## src/rtl/univ_shift_pkg.sv

```systemverilog
// -----------------------------------------------------------------------------
// univ_shift_pkg
// Shared definitions for the universal shift register:
//   - op_e    : 3-bit operation codes (HOLD, LOAD, SHL, SHR, ROL, ROR, CLR, ASR)
//   - state_e : sequencer states (ST_IDLE, ST_RUN)
//   - is_shift: true for ops that move bits (SHL, SHR, ROL, ROR, ASR)
// -----------------------------------------------------------------------------
package univ_shift_pkg;

    localparam int OP_W = 3;

    typedef enum logic [OP_W-1:0] {
        OP_HOLD = 3'b000,
        OP_LOAD = 3'b001,
        OP_SHL  = 3'b010,
        OP_SHR  = 3'b011,
        OP_ROL  = 3'b100,
        OP_ROR  = 3'b101,
        OP_CLR  = 3'b110,
        OP_ASR  = 3'b111
    } op_e;

    typedef enum logic {
        ST_IDLE = 1'b0,
        ST_RUN  = 1'b1
    } state_e;

    // Only bit-moving ops may be repeated by the multi-step sequencer;
    // HOLD/LOAD/CLR are idempotent and complete in a single edge.
    function automatic logic is_shift(input logic [OP_W-1:0] op);
        logic r_res;
        case (op)
            OP_SHL, OP_SHR, OP_ROL, OP_ROR, OP_ASR: r_res = 1'b1;
            OP_HOLD, OP_LOAD, OP_CLR:               r_res = 1'b0;
            default:                                r_res = 1'b0;
        endcase
        return r_res;
    endfunction

endpackage

```

## src/rtl/univ_shift_reg_step.sv

```systemverilog
// -----------------------------------------------------------------------------
// univ_shift_reg_step
// Purely combinational single-step next-value unit. Given the current register
// value and an op code, produces the value after one application of the op.
// Ports:
//   i_q      [WIDTH-1:0] current register contents
//   i_op     [2:0]       operation code (op_e)
//   i_d      [WIDTH-1:0] parallel load data
//   i_sin_l              serial in at MSB (SHR)
//   i_sin_r              serial in at LSB (SHL)
//   o_q_next [WIDTH-1:0] value after one step
// -----------------------------------------------------------------------------
module univ_shift_reg_step
    import univ_shift_pkg::*;
#(
    parameter int WIDTH = 8
) (
    input  logic [WIDTH-1:0] i_q,
    input  logic [OP_W-1:0]  i_op,
    input  logic [WIDTH-1:0] i_d,
    input  logic             i_sin_l,
    input  logic             i_sin_r,
    output logic [WIDTH-1:0] o_q_next
);

    // One-step datapath mux over all eight op codes
    always_comb begin
        o_q_next = i_q;
        case (i_op)
            OP_HOLD: o_q_next = i_q;
            OP_LOAD: o_q_next = i_d;
            OP_SHL:  o_q_next = {i_q[WIDTH-2:0], i_sin_r};
            OP_SHR:  o_q_next = {i_sin_l, i_q[WIDTH-1:1]};
            OP_ROL:  o_q_next = {i_q[WIDTH-2:0], i_q[WIDTH-1]};
            OP_ROR:  o_q_next = {i_q[0], i_q[WIDTH-1:1]};
            OP_CLR:  o_q_next = {WIDTH{1'b0}};
            OP_ASR:  o_q_next = {i_q[WIDTH-1], i_q[WIDTH-1:1]};
            default: o_q_next = i_q;
        endcase
    end

endmodule

```

## src/rtl/univ_shift_reg.sv

```systemverilog
// -----------------------------------------------------------------------------
// univ_shift_reg
// Parametrised universal register: parallel load, clear, single-step
// shift/rotate, and a multi-step "shift by N" sequenced by a down counter and
// a two-state FSM with busy/done handshake.
// Ports:
//   clk, reset            rising-edge clock, async active-high reset
//   en                    single-step enable (IDLE only)
//   start                 start multi-step op (IDLE only, wins over en)
//   op    [2:0]           operation code
//   amt   [AMT_W-1:0]     step count for start
//   d     [WIDTH-1:0]     parallel load data
//   sin_l, sin_r          serial inputs at MSB / LSB
//   q     [WIDTH-1:0]     register contents
//   sout_l, sout_r        q MSB / q LSB
//   busy                  multi-step in progress (registered)
//   done                  one-cycle completion pulse (registered)
// -----------------------------------------------------------------------------
module univ_shift_reg
    import univ_shift_pkg::*;
#(
    parameter int WIDTH = 8,
    parameter int AMT_W = 4
) (
    input  logic             clk,
    input  logic             reset,
    input  logic             en,
    input  logic             start,
    input  logic [OP_W-1:0]  op,
    input  logic [AMT_W-1:0] amt,
    input  logic [WIDTH-1:0] d,
    input  logic             sin_l,
    input  logic             sin_r,
    output logic [WIDTH-1:0] q,
    output logic             sout_l,
    output logic             sout_r,
    output logic             busy,
    output logic             done
);

    localparam logic [AMT_W-1:0] CNT_ZERO = {AMT_W{1'b0}};
    localparam logic [AMT_W-1:0] CNT_ONE  = {{(AMT_W-1){1'b0}}, 1'b1};

    // Architectural state
    logic [WIDTH-1:0] r_q;
    logic [AMT_W-1:0] r_cnt;
    logic [OP_W-1:0]  r_op;
    state_e           r_state;
    logic             r_busy;
    logic             r_done;

    // Next-state values
    logic [WIDTH-1:0] w_q_nxt;
    logic [AMT_W-1:0] w_cnt_nxt;
    logic [OP_W-1:0]  w_op_nxt;
    state_e           w_state_nxt;
    logic             w_busy_nxt;
    logic             w_done_nxt;

    // Shared step unit: the latched op drives it while running, the live op
    // input drives it in IDLE.
    logic [OP_W-1:0]  w_step_op;
    logic [WIDTH-1:0] w_step_q;

    // Select which op code feeds the shared step unit
    always_comb begin
        w_step_op = op;
        if (r_state == ST_RUN) begin
            w_step_op = r_op;
        end else begin
            w_step_op = op;
        end
    end

    univ_shift_reg_step #(
        .WIDTH(WIDTH)
    ) u_step (
        .i_q      (r_q),
        .i_op     (w_step_op),
        .i_d      (d),
        .i_sin_l  (sin_l),
        .i_sin_r  (sin_r),
        .o_q_next (w_step_q)
    );

    // Sequencer next-state: decides register update, counter, FSM and handshake
    always_comb begin
        w_q_nxt     = r_q;
        w_cnt_nxt   = r_cnt;
        w_op_nxt    = r_op;
        w_state_nxt = r_state;
        w_busy_nxt  = r_busy;
        w_done_nxt  = 1'b0;
        case (r_state)
            ST_IDLE: begin
                w_busy_nxt = 1'b0;
                if (start) begin
                    if (amt == CNT_ZERO) begin
                        // Zero-length request completes immediately, q untouched
                        w_done_nxt = 1'b1;
                    end else if (is_shift(op)) begin
                        // Latch the op; q does not move on this edge
                        w_op_nxt    = op;
                        w_cnt_nxt   = amt;
                        w_state_nxt = ST_RUN;
                        w_busy_nxt  = 1'b1;
                    end else begin
                        // HOLD/LOAD/CLR need only one application
                        w_q_nxt    = w_step_q;
                        w_done_nxt = 1'b1;
                    end
                end else if (en) begin
                    w_q_nxt = w_step_q;
                end else begin
                    w_q_nxt = r_q;
                end
            end
            ST_RUN: begin
                w_q_nxt   = w_step_q;
                w_cnt_nxt = r_cnt - CNT_ONE;
                if (r_cnt == CNT_ONE) begin
                    w_state_nxt = ST_IDLE;
                    w_busy_nxt  = 1'b0;
                    w_done_nxt  = 1'b1;
                end else begin
                    w_state_nxt = ST_RUN;
                    w_busy_nxt  = 1'b1;
                end
            end
            default: begin
                w_state_nxt = ST_IDLE;
                w_busy_nxt  = 1'b0;
                w_cnt_nxt   = CNT_ZERO;
            end
        endcase
    end

    // State register bank with asynchronous active-high reset
    always_ff @(posedge clk or posedge reset) begin
        if (reset) begin
            r_q     <= {WIDTH{1'b0}};
            r_cnt   <= CNT_ZERO;
            r_op    <= OP_HOLD;
            r_state <= ST_IDLE;
            r_busy  <= 1'b0;
            r_done  <= 1'b0;
        end else begin
            r_q     <= w_q_nxt;
            r_cnt   <= w_cnt_nxt;
            r_op    <= w_op_nxt;
            r_state <= w_state_nxt;
            r_busy  <= w_busy_nxt;
            r_done  <= w_done_nxt;
        end
    end

    assign q      = r_q;
    assign sout_l = r_q[WIDTH-1];
    assign sout_r = r_q[0];
    assign busy   = r_busy;
    assign done   = r_done;

endmodule

```

## config.mk

```make
export PLATFORM = sky130hd
export DESIGN_NAME = univ_shift_reg
export DESIGN_NICKNAME = d
export VERILOG_FILES = /design/src/rtl/univ_shift_pkg.sv /design/src/rtl/univ_shift_reg_step.sv /design/src/rtl/univ_shift_reg.sv
export SDC_FILE = /design/constraint.sdc
export NUM_CORES = 1
export LEC_CHECK = 0
export ABC_AREA = 1
export CORE_ASPECT_RATIO = 0.8
export CORE_UTILIZATION = 35
export DETAILED_ROUTE_END_ITERATION = 8
export PLACE_DENSITY = 0.66
export SYNTH_ARGS = -nofsm -noshare
export SYNTH_HDL_FRONTEND = slang
export SYNTH_SLANG_ARGS = --single-unit
```

## constraint.sdc

```tcl
create_clock -name clk -period 1.4 [get_ports clk]
set_input_delay 0.14 -clock clk [delete_from_list [all_inputs] [get_ports clk]]
set_output_delay 0.14 -clock clk [all_outputs]
set_load 0.1 [all_outputs]
```

=== After elaboration in Yosys (flattened, before gate mapping) ===
Memory sizes are Yosys's and may differ from the RTL's.
Cells that the tools add are included.
W data, S select, Z words.

* Register bits after elaboration: 17
* Bits in read-only memories: 8
* Bits of input ports: 21
* Output and inout bits: 12
* Logic and storage cells: 52
* Memories: 1

* Add/subtract/negate cells: 1
* Eq/ne operators: 14
* Mux-type cells: 24
* Bitwise gates (word level): 2
* Reductions and logical operators: 5

{| class="wikitable"
|+ Memories
! name !! words !! bits a word !! read ports !! clocked after Yosys merged registers in !! write ports !! RTL line !! source
|-
| (no name shown) || 8 || 1 || 1 || 0 || 0 || univ_shift_pkg.sv:32 || <nowiki>case (op)</nowiki>
|}

{| class="wikitable"
|+ Operator list
! cell !! count
|-
| $pmux W8 S8 || 1
|-
| $mux W8 || 4
|-
| $pmux W8 S2 || 1
|-
| $eq A3 B3 Y1 const B || 4
|-
| $mux W4 || 3
|-
| $mux W1 || 11
|-
| $ne A3 B3 Y1 const B || 3
|-
| $pmux W4 S2 || 1
|-
| $eq A3 B2 Y1 const B || 2
|-
| $ne A2 B2 Y1 const B || 3
|-
| $reduce_and A3 Y1 || 2
|-
| $eq A4 B1 Y1 const B || 1
|-
| $logic_not A4 Y1 || 1
|-
| $pmux W1 S2 || 2
|-
| $reduce_and A4 Y1 || 1
|-
| $sub A4 B1 Y4 const B || 1
|-
| $eq A3 B1 Y1 const B || 1
|-
| $logic_not A3 Y1 || 1
|-
| $mux W3 || 1
|-
| $not A1 Y1 || 2
|}

=== Longest topological paths before layout ===
Gate-level depths: netlist (run 1).

* Depth after elaboration: 8
* Mapped depth: 12
* Mapped depth without buffers: 10

=== Cells and area by module ===
From an unflattened synthesis (run 1), not the netlist that was laid out.

* Cells, all modules: 187
* Area, all modules: 1,265.0 µm²

{| class="wikitable"
|+ By module, submodules not included
! module !! instances !! cells each !! area an instance (µm²) !! seq. area each (µm²)
|-
| univ_shift_reg || 1 || 117 || 944.7 || 425.4
|-
| univ_shift_reg_step || 1 || 70 || 320.3 || 0.0
|}

=== Worst setup path after synthesis (run 1) ===
OpenSTA, ideal clock, no wires.

* Kind: flip-flop to flip-flop
* From: register, netlist name busy
* To: register r_q[0] (netlist: q[0])
* Setup time: 120 ps
* Arrival time: 1,886 ps
* Required time: 1,280 ps
* Setup slack: -606 ps
* Cell stages (with the launch flop): 12
* Buffers on the path: 2
* Clock period less this slack: 2,006 ps
* Cells stage by stage: dfrtp_1 buf_6 inv_4 nand2_2 nand2_2 nor2_8 inv_4 buf_6 nor2_2 nor2_2 nand2_1 nand2_1

{| class="wikitable"
|+ RTL lines
! item !! RTL line !! source
|-
| end signal: assignment || univ_shift_reg.sv:141 || <nowiki>r_q <= {WIDTH{1'b0}};</nowiki>
|-
| end signal: assignment || univ_shift_reg.sv:148 || <nowiki>r_q <= w_q_nxt;</nowiki>
|-
| end: declaration || univ_shift_reg.sv:45 || <nowiki>logic [WIDTH-1:0] r_q;</nowiki>
|}

==> metrics, run 1 <==
outcome=complete, but fails checks; Sink Count=17; Worst path slowest cell=dfrtp_4; number of top-level pins=33; most frequent cells in the layout=61 x nand2_1, 19 x clkdlybuf4s50_1, 16 x buf_4; vias=1243; Worst R2R Path Depth=11; Worst Max-Slew Pin Slew=~0.28 ns; Yosys Warn Count=0; Final period util=1.04; clk_skew=0.00569 ns; Clock transition at path regs=~0.070 ns; Layout area overhead=68.7%; Cell Rows=18; Critical R2R Launch=busy; failing checks=negative setup slack; final core utilization=0.641; top sig layer=met3; Syn Inst Count=175; Clock Tree Root=clkbuf_8; Critical Path End Type=flop; total track usage=0.186; initial core utilization=0.380; Final ANT Viol Nets=0; placer congestion estimate=around 0.84; Slew Limit Fails=0; layout cell share with drive strength beyond 1=0.364; # setup viols final=8; largest stage delay on the critical path=approximately 0.57 ns; Critical Path AT=roughly 1.6 ns; Worst-Skew Late Latency=~0.25 ns; met3 routed WL=between 100 and 150 um; Via density=4.64; Hold Crit Class=primary input to asynchronous set/reset pin; die footprint=0.00369 mm2; clk buf depth=2; initial antenna violation count=0; vias in the first global route=1163; core area=between 0.003 and 0.004 mm2; crit path to=q[4]; Syn Area/Cell=6.89 um2; CTS tree=done; fin crit period=around 1.5 ns; Die W=67.6 um; # diodes=0; per-cell routed wire length=between 10 and 15 um; CTS H-tree depth=1; Crit path top cell by count=nand2_2; WL met1=between 1500 and 2000 um; crit-path cells=inv_8 > nand2_4 > nand2_4 > nor2_8 > inv_8 > buf_8 > nand2_2 > inv_2 > nand2_2 > nand2_2 > nand2_1; commonest non-fill, non-tap cell in the layout=nand2_1; Iteration-0 DRC Markers=slightly below 70; critical path depth=11; final hold violations=0; I/O Buffers=32; met2 WL=approximately 1500 um; Crit Path Max Fanout=8; drt first pass iters=4; crit path launch=busy; flops & latches, synth=17; worst reg-to-reg setup slack=-0.06 ns; HPWL Detailed=2230 um; worst setup slack after layout=-0.0576 ns; CTS Buf Count=3; Unique masters post-synth=25; Crit Path Category=flop to flop; fmax=roughly 700 MHz; total congestion overflow=0; crit-path leading delay family=flip-flops; WL final=approximately 3100 um; Slew Limit Headroom=0.813; Req. time, crit path=roughly 1.5 ns; sequential area share after synthesis=0.353; Post-Syn Area=between 0.001 and 0.0015 mm2; Max Cap Viol=0; number of remaining DRC errors=0; Worst R2R End=q[4]; nets=between 200 and 300; first-pass GRT wire length=5120 um; fill count=roughly 260; CP Launch Type=flop; Chip Height=between 50 and 60 um; largest net degree at the start of global routing=18; Net Count, Synth=198; RSZ-0062 raised after global routing=true; Buf/Inv on CP=4
[synth_stat cells, drive strengths merged]
master / number / share of area
a31o: 1 / 0.0073
a31oi: 1 / 0.0052
nand3: 11 / 0.046
nand2: 78 / 0.27
nand4: 2 / 0.010
nor3: 1 / 0.0083
o21ai: 7 / 0.038
xor2: 1 / 0.0073
a21oi: 3 / 0.012
inv: 21 / 0.072
buf: 5 / 0.040
dfrtp: 17 / 0.35
ha: 2 / 0.021
o221ai: 1 / 0.0073
or2: 1 / 0.0052
nor2: 23 / 0.098
[layer usage]
layer  GRT usage  vias to the layer above
met2       0.310                       26
met3      0.0458                        0
met5           0                        -
met1       0.250                      570
met4      0.0248                        0
li1            -                      647
[state kept, by name (all words and copies together) (netlist names)]
name	count
r_op	3
q	8
busy	1
done	1
r_cnt	4
[repair_timing]
action,in CTS,in global routing
pin swaps,15,11
gates resized for setup,15,17
setup endpoints to repair,8,15
cloned,0,1
hold buffers,0,0
buffers inserted,3,2
[worst min-delay path by stage]
stage                      from        to  slack [ns]  cells after the start
final                     reset      busy        0.19                      3
after global routing      reset      q[2]        0.22                      3
after CTS                 reset      busy        0.20                      3
after detailed placement  reset      q[5]        0.48                      3
after global placement    reset  r_cnt[1]        0.47                      3
after floorplan           reset      busy        0.07                      1
[tightest hold or removal path, delay by kind of cell]
family   cells  cell delay (ns)
buf+inv      3             0.68
[area by class of cell]
cell class	count	area [um2]	area share
timing repair buffer	53	632	0.311
inverter	21	96.3	0.0474
clock buffer	4	45.0	0.0221
sequential	17	432	0.212
tap	40	50.0	0.0246
multi-input combinational	133	779	0.383
[through the flow]
stage	setup WS (ns)	instance area, um2	cells	hold WS (ns)	TNS (ns)
2_1_floorplan	-0.229	1250	175	0.0660	-2.13
3_3_place_gp	-0.157	1820	258	0.473	-1.96
3_5_place_dp	-0.211	1820	258	0.477	-2.71
4_1_cts	-0.0403	1950	265	0.203	-0.293
5_1_grt	-0.132	2030	268	0.224	-1.31
6_report	-0.0576	2030	268	0.194	-0.321
[cells by family (layout without fill, tap and decap cells)]
logic type / count (synthesis) / count (layout) / share of synthesized area
AOI/OAI and AO/OA: 13 / 13 / 0.0705
xor gates and xnor gates: 1 / 1 / 0.00726
and+or+nand+nor: 116 / 117 / 0.437
adders and majority gates: 2 / 2 / 0.0207
buffers and inverters: 26 / 78 / 0.112
DFF: 17 / 17 / 0.353
Power of run 1 is left out: the tool's default activity adds up to more than one toggle a clock period on the data nets, which glitch-free logic cannot reach.
==> inputs of run 2 (changes only) <==
--- a/config.mk
+++ b/config.mk
@@ -13,3 +13,4 @@
 export SYNTH_ARGS = -nofsm -noshare
 export SYNTH_HDL_FRONTEND = slang
 export SYNTH_SLANG_ARGS = --single-unit
+export TNS_END_PERCENT = 1
==> run 2 against run 1 <==
  * The flow still finishes with violations (negative setup slack)
  * Die area unchanged
  * Critical path depth down 1
  * Core utilization barely moved
  * Global-route usage up 1.0 points
  * Maximum frequency is 1.0% higher
  * Critical path type unchanged
==> metrics, run 2 (same netlist as run 1, synthesis figures left out) <==
outcome=complete, but fails checks; failing checks=negative setup slack; most frequent cells in the layout=63 x nand2_1, 19 x clkdlybuf4s50_1, 19 x buf_4; die footprint=0.00369 mm2 (unchanged); worst setup slack after layout=-0.0427 ns (+0.0149 ns); Crit Path Category=flop to flop; initial core utilization=0.380 (unchanged); Buf/Inv on CP=2 (-2); total congestion overflow=0 (unchanged); crit-path leading delay family=simple AND/OR/NAND/NOR gates; drt first pass iters=4 (unchanged); total track usage=0.197 (+0.0104); Via density=4.75 (+2.4%); CP Launch Type=flop; core area=0.00318 mm2 (unchanged); initial antenna violation count=0 (unchanged); commonest non-fill, non-tap cell in the layout=nand2_1; crit path launch=busy; Crit Path Max Fanout=7 (-1); I/O Buffers=32 (unchanged); number of remaining DRC errors=0 (unchanged); # diodes=0 (unchanged); crit-path cells=inv_8 > nand2_4 > nand2_8 > buf_4 > nand3_2 > nand2_4 > nand2_2 > nand2_2 > nand2_1 > nand2_1; Worst-Skew Late Latency=0.26 ns (about the same); number of top-level pins=33 (unchanged); Critical Path AT=1.64 ns (+0.04 ns); Req. time, crit path=1.60 ns (+0.06 ns); worst slack at placement=-0.230 ns (-0.0192 ns); Die W=67.6 um (unchanged); Critical R2R Launch=busy; CTS H-tree depth=1 (unchanged); Final ANT Viol Nets=0 (unchanged); Sink Count=17 (unchanged); largest stage delay on the critical path=0.57 ns (about the same); first-pass GRT wire length=5320 um (+3.9%); Post-DP Area=0.00183 mm2 (+0.69%); vias=1287 (+3.5%); # setup viols final=8 (unchanged); fin crit period=1.44 ns (-0.0149 ns); Final period util=1.03 (-0.0106); Iteration-0 DRC Markers=38 (-44%); Max Cap Viol=0 (unchanged); vias in the first global route=1167 (+0.34%); HPWL Detailed=2330 um (+4.5%); largest net degree at the start of global routing=11 (-7); Chip Height=54.5 um (unchanged); Hold Crit Class=primary input to asynchronous set/reset pin; final hold violations=0 (unchanged); placer congestion estimate=0.792 (-5.8%); clk_skew=0.00387 ns (-0.00182 ns); layout cell share with drive strength beyond 1=0.355 (-0.00906); fmax=693 MHz (+1.0%); per-cell routed wire length=11.8 um (+1.6%); Clock transition at path regs=0.07 ns (about the same); WL final=3210 um (+2.8%); Slew Limit Fails=0 (unchanged); Critical Path End Type=flop; max FFs per register=8 (unchanged); Finished Cell Area=0.00204 mm2 (about the same); CTS Buf Count=3 (unchanged); nets=255 (+1.2%); final core utilization=0.641 (about the same); Cell Rows=18 (unchanged); RSZ-0062 raised after global routing=true; clk buf depth=2 (unchanged); Worst path slowest cell=dfrtp_4; Layout area overhead=68.8% (about the same); Worst Max-Slew Pin Slew=0.369 ns (+0.0911 ns); CTS hold repair buffers=0 (unchanged); CTS tree=done; Clock Tree Root=clkbuf_8; Slew Limit Headroom=0.754 (-0.0590)
run 2: final timing paths:
kind / slack (ns) / end / depth (start not counted)
min in group clk: 0.33 / r_op[1] / 4
setup / recovery: -0.04 / q[3] / 10
hold / removal: 0.15 / r_op[0] / 2
max in group asynchronous: 0.79 / q[7] / 3
setup reg to reg: -0.04 / q[3] / 10
hold reg to reg: 0.52 / r_cnt[3] / 2
run 2: routing by layer:
metal | track usage | part of all wire | up-vias
met3 | 0.0375 | 0.036 | 5
met2 | 0.317 | 0.50 | 19
met1 | 0.266 | 0.45 | 607
met4 | 0.0603 | 0.012 | 0
li1 | - | - | 656
met5 | 0 | 0 | -
run 2: timing repair:
item	CTS	global route
gates cloned	2	0
pin swaps	6	8
setup endpoints to repair	8	15
resized for setup	12	16
setup buffers	3	2
run 2: cell type report:
type / count / area, um2
clock buffer: 3 / 41.3
clock inverter: 1 / 5.00
fill: 250 / 1140
inverter: 21 / 96.3
multi-input combinational: 133 / 763
sequential: 17 / 429
tap: 40 / 50.0
timing repair buffer: 55 / 639
timing repair inverter: 1 / 11.3
run 2: per-stage QoR:
stage          setup TNS, ns  hold slack, ns  instances
2_1_floorplan          -2.36          0.0661        175
3_3_place_gp           -2.10           0.437        260
3_5_place_dp           -2.95           0.435        260
4_1_cts               -0.337           0.157        269
5_1_grt                -1.14           0.174        271
6_report              -0.255           0.149        271
run 2: worst register-to-register path, delay by kind of cell, from the launching register on:
family | cells | cell delay (ns)
flip-flops | 1 | 0.57
buffers and inverters | 2 | 0.22
AND/OR/NAND/NOR | 8 | 0.61
Power of run 2 is left out for the same reason.
==> inputs of run 3 (changes only) <==
--- a/config.mk
+++ b/config.mk
@@ -9,7 +9,8 @@
 export CORE_ASPECT_RATIO = 0.8
 export CORE_UTILIZATION = 35
 export DETAILED_ROUTE_END_ITERATION = 8
-export PLACE_DENSITY = 0.66
+export PLACE_DENSITY = 0.7
+export SLEW_MARGIN = 25
 export SYNTH_ARGS = -nofsm -noshare
 export SYNTH_HDL_FRONTEND = slang
 export SYNTH_SLANG_ARGS = --single-unit
==> run 3 against run 2 <==
  * The run still ends with negative setup slack left
  * Non-clock buffer count down 6
  * Maximum frequency is 0.90% lower
  * First-iteration DRC count is 11% lower
  * Clock skew grew 0.0018 ns
  * Final cell count fell by 2.6%
  * Critical path depth fell by 1
  * Worst hold slack better by 0.042 ns
  * Final area is 2.3% lower
  * Core utilization fell by 1.5 points
  * Clock-buffer cell count is 1 higher
  * Global-route usage decreased by 0.97 points
==> metrics, run 3 (same netlist as run 1, synthesis figures left out) <==
outcome=complete, but fails checks; failing checks=negative setup slack; HPWL Detailed=2200 um (-5.5%); fill count=282 (+13%); CP Launch Type=flop; die footprint=0.00369 mm2 (unchanged); final hold violations=0 (unchanged); Worst Max-Slew Pin Slew=0.302 ns (-0.0662 ns); CTS Buf Count=3 (unchanged); Slew Limit Fails=0 (unchanged); Sink Count=17 (unchanged); clk buf depth=2 (unchanged); worst setup slack after layout=-0.0559 ns (-0.0132 ns); setup TNS=-0.350 ns (-0.0957 ns); I/O Buffers=32 (unchanged); Chip Height=54.5 um (unchanged); largest net degree at the start of global routing=18 (+7); CTS hold repair buffers=0 (unchanged); # diodes=0 (unchanged); initial antenna violation count=0 (unchanged); Via density=4.48 (-5.6%); Cell Rows=18 (unchanged); worst reg-to-reg setup slack=-0.06 ns (about the same); Die W=67.6 um (unchanged); Worst-Skew Late Latency=0.26 ns (about the same); Slew Limit Headroom=0.798 (+0.0444); nets=248 (-2.7%); most frequent cells in the layout=62 x nand2_1, 19 x clkdlybuf4s50_1, 16 x dfrtp_1; storage element area=429 um2 (unchanged); CTS H-tree depth=1 (unchanged); initial core utilization=0.380 (unchanged); CTS tree=done; core area=0.00318 mm2 (unchanged); Finished Cell Area=0.00199 mm2 (-2.3%); RSZ-0062 raised after global routing=true; drt first pass iters=4 (unchanged); total congestion overflow=0 (unchanged); per-cell routed wire length=11.5 um (-2.9%); number of top-level pins=33 (unchanged); fin crit period=1.46 ns (+0.0132 ns); clk_skew=0.00568 ns (+0.00181 ns); layout cell share with drive strength beyond 1=0.321 (-0.0335); number of remaining DRC errors=0 (unchanged); Critical Path End Type=flop; commonest non-fill, non-tap cell in the layout=nand2_1; # setup viols final=8 (unchanged); vias in the first global route=1128 (-3.3%); Crit Path Max Fanout=7 (unchanged); Max Cap Viol=0 (unchanged); Critical Path AT=1.61 ns (-0.03 ns); max FFs per register=8 (unchanged); first-pass GRT wire length=5020 um (-5.7%); WL final=3040 um (-5.4%); placer congestion estimate=0.813 (+2.7%); Req. time, crit path=1.55 ns (-0.05 ns); fmax=687 MHz (-0.90%); Multi-input gate area=754 um2 (-1.1%); Final period util=1.04 (+0.00940); Layout area overhead=64.8%; Iteration-0 DRC Markers=34 (-11%); Post-DP Area=0.00180 mm2 (-1.6%); vias=1183 (-8.1%); Clock Tree Root=clkbuf_8; Clock transition at path regs=0.07 ns (about the same); total track usage=0.187 (-0.00974); Hold Crit Class=primary input to asynchronous set/reset pin; Crit Path Category=flop to flop; Final ANT Viol Nets=0 (unchanged)
-- run 3: changes by cell type in the layout (fill, tap and decap cells not counted), moves of 2 or more --
cell,previous run,this run
buf_6,3,5
nor2_4,4,2
buf_4,19,11
nand2_4,8,6
-- run 3: worst paths after layout --
path,from,to,depth (start not counted)
worst max-delay path,busy,q[2],9
worst min-delay path,reset,q[2],3
worst max register to register,busy,q[2],9
worst min register to register,r_cnt[3],r_cnt[3],2
max in group asynchronous,reset,busy,3
min in group clk,op[2],r_op[2],4
-- run 3: timing repair --
item	CTS	global route
gates resized for setup	16	11
cloned	1	0
endpoints found under the setup margin	8	15
buffers inserted	3	0
pin swaps	15	11
-- run 3: metrics by stage --
| step | worst slack (ns) | hold WS [ns] | util | std cells |
|---|---|---|---|---|
| 3_3_place_gp | -0.186 | 0.480 | 0.567 | 256 |
| 4_1_cts | -0.0584 | 0.201 | 0.612 | 264 |
| 3_5_place_dp | -0.233 | 0.477 | 0.567 | 256 |
| 2_1_floorplan | -0.229 | 0.0661 | - | 175 |
| 5_1_grt | -0.134 | 0.234 | 0.626 | 264 |
| 6_report | -0.0559 | 0.191 | 0.626 | 264 |
-- run 3: layout make-up --
cell class | instances | share of cell area
inverter | 21 | 0.0485
multi-input combinational | 132 | 0.379
timing repair buffer | 49 | 0.303
tap | 40 | 0.0252
timing repair inverter | 1 | 0.00566
clock buffer | 4 | 0.0227
sequential | 17 | 0.216
-- run 3: critical path: stages, from the launching register on --
cell	delay (ns)
dfrtp_4	0.57
nand2_4	0.10
nand2_4	0.08
nor2_8	0.18
inv_8	0.06
buf_12	0.13
nor2_4	0.08
nor2_2	0.04
nand2_1	0.05
nand2_1	0.05
-- run 3: layer usage --
layer,track usage,vias up,part of all wire
met5,0,-,0
met4,0.0426,0,0
met3,0.0458,0,0.025
met2,0.302,17,0.48
met1,0.252,530,0.50
li1,-,636,-
Power of run 3 is left out for the same reason.
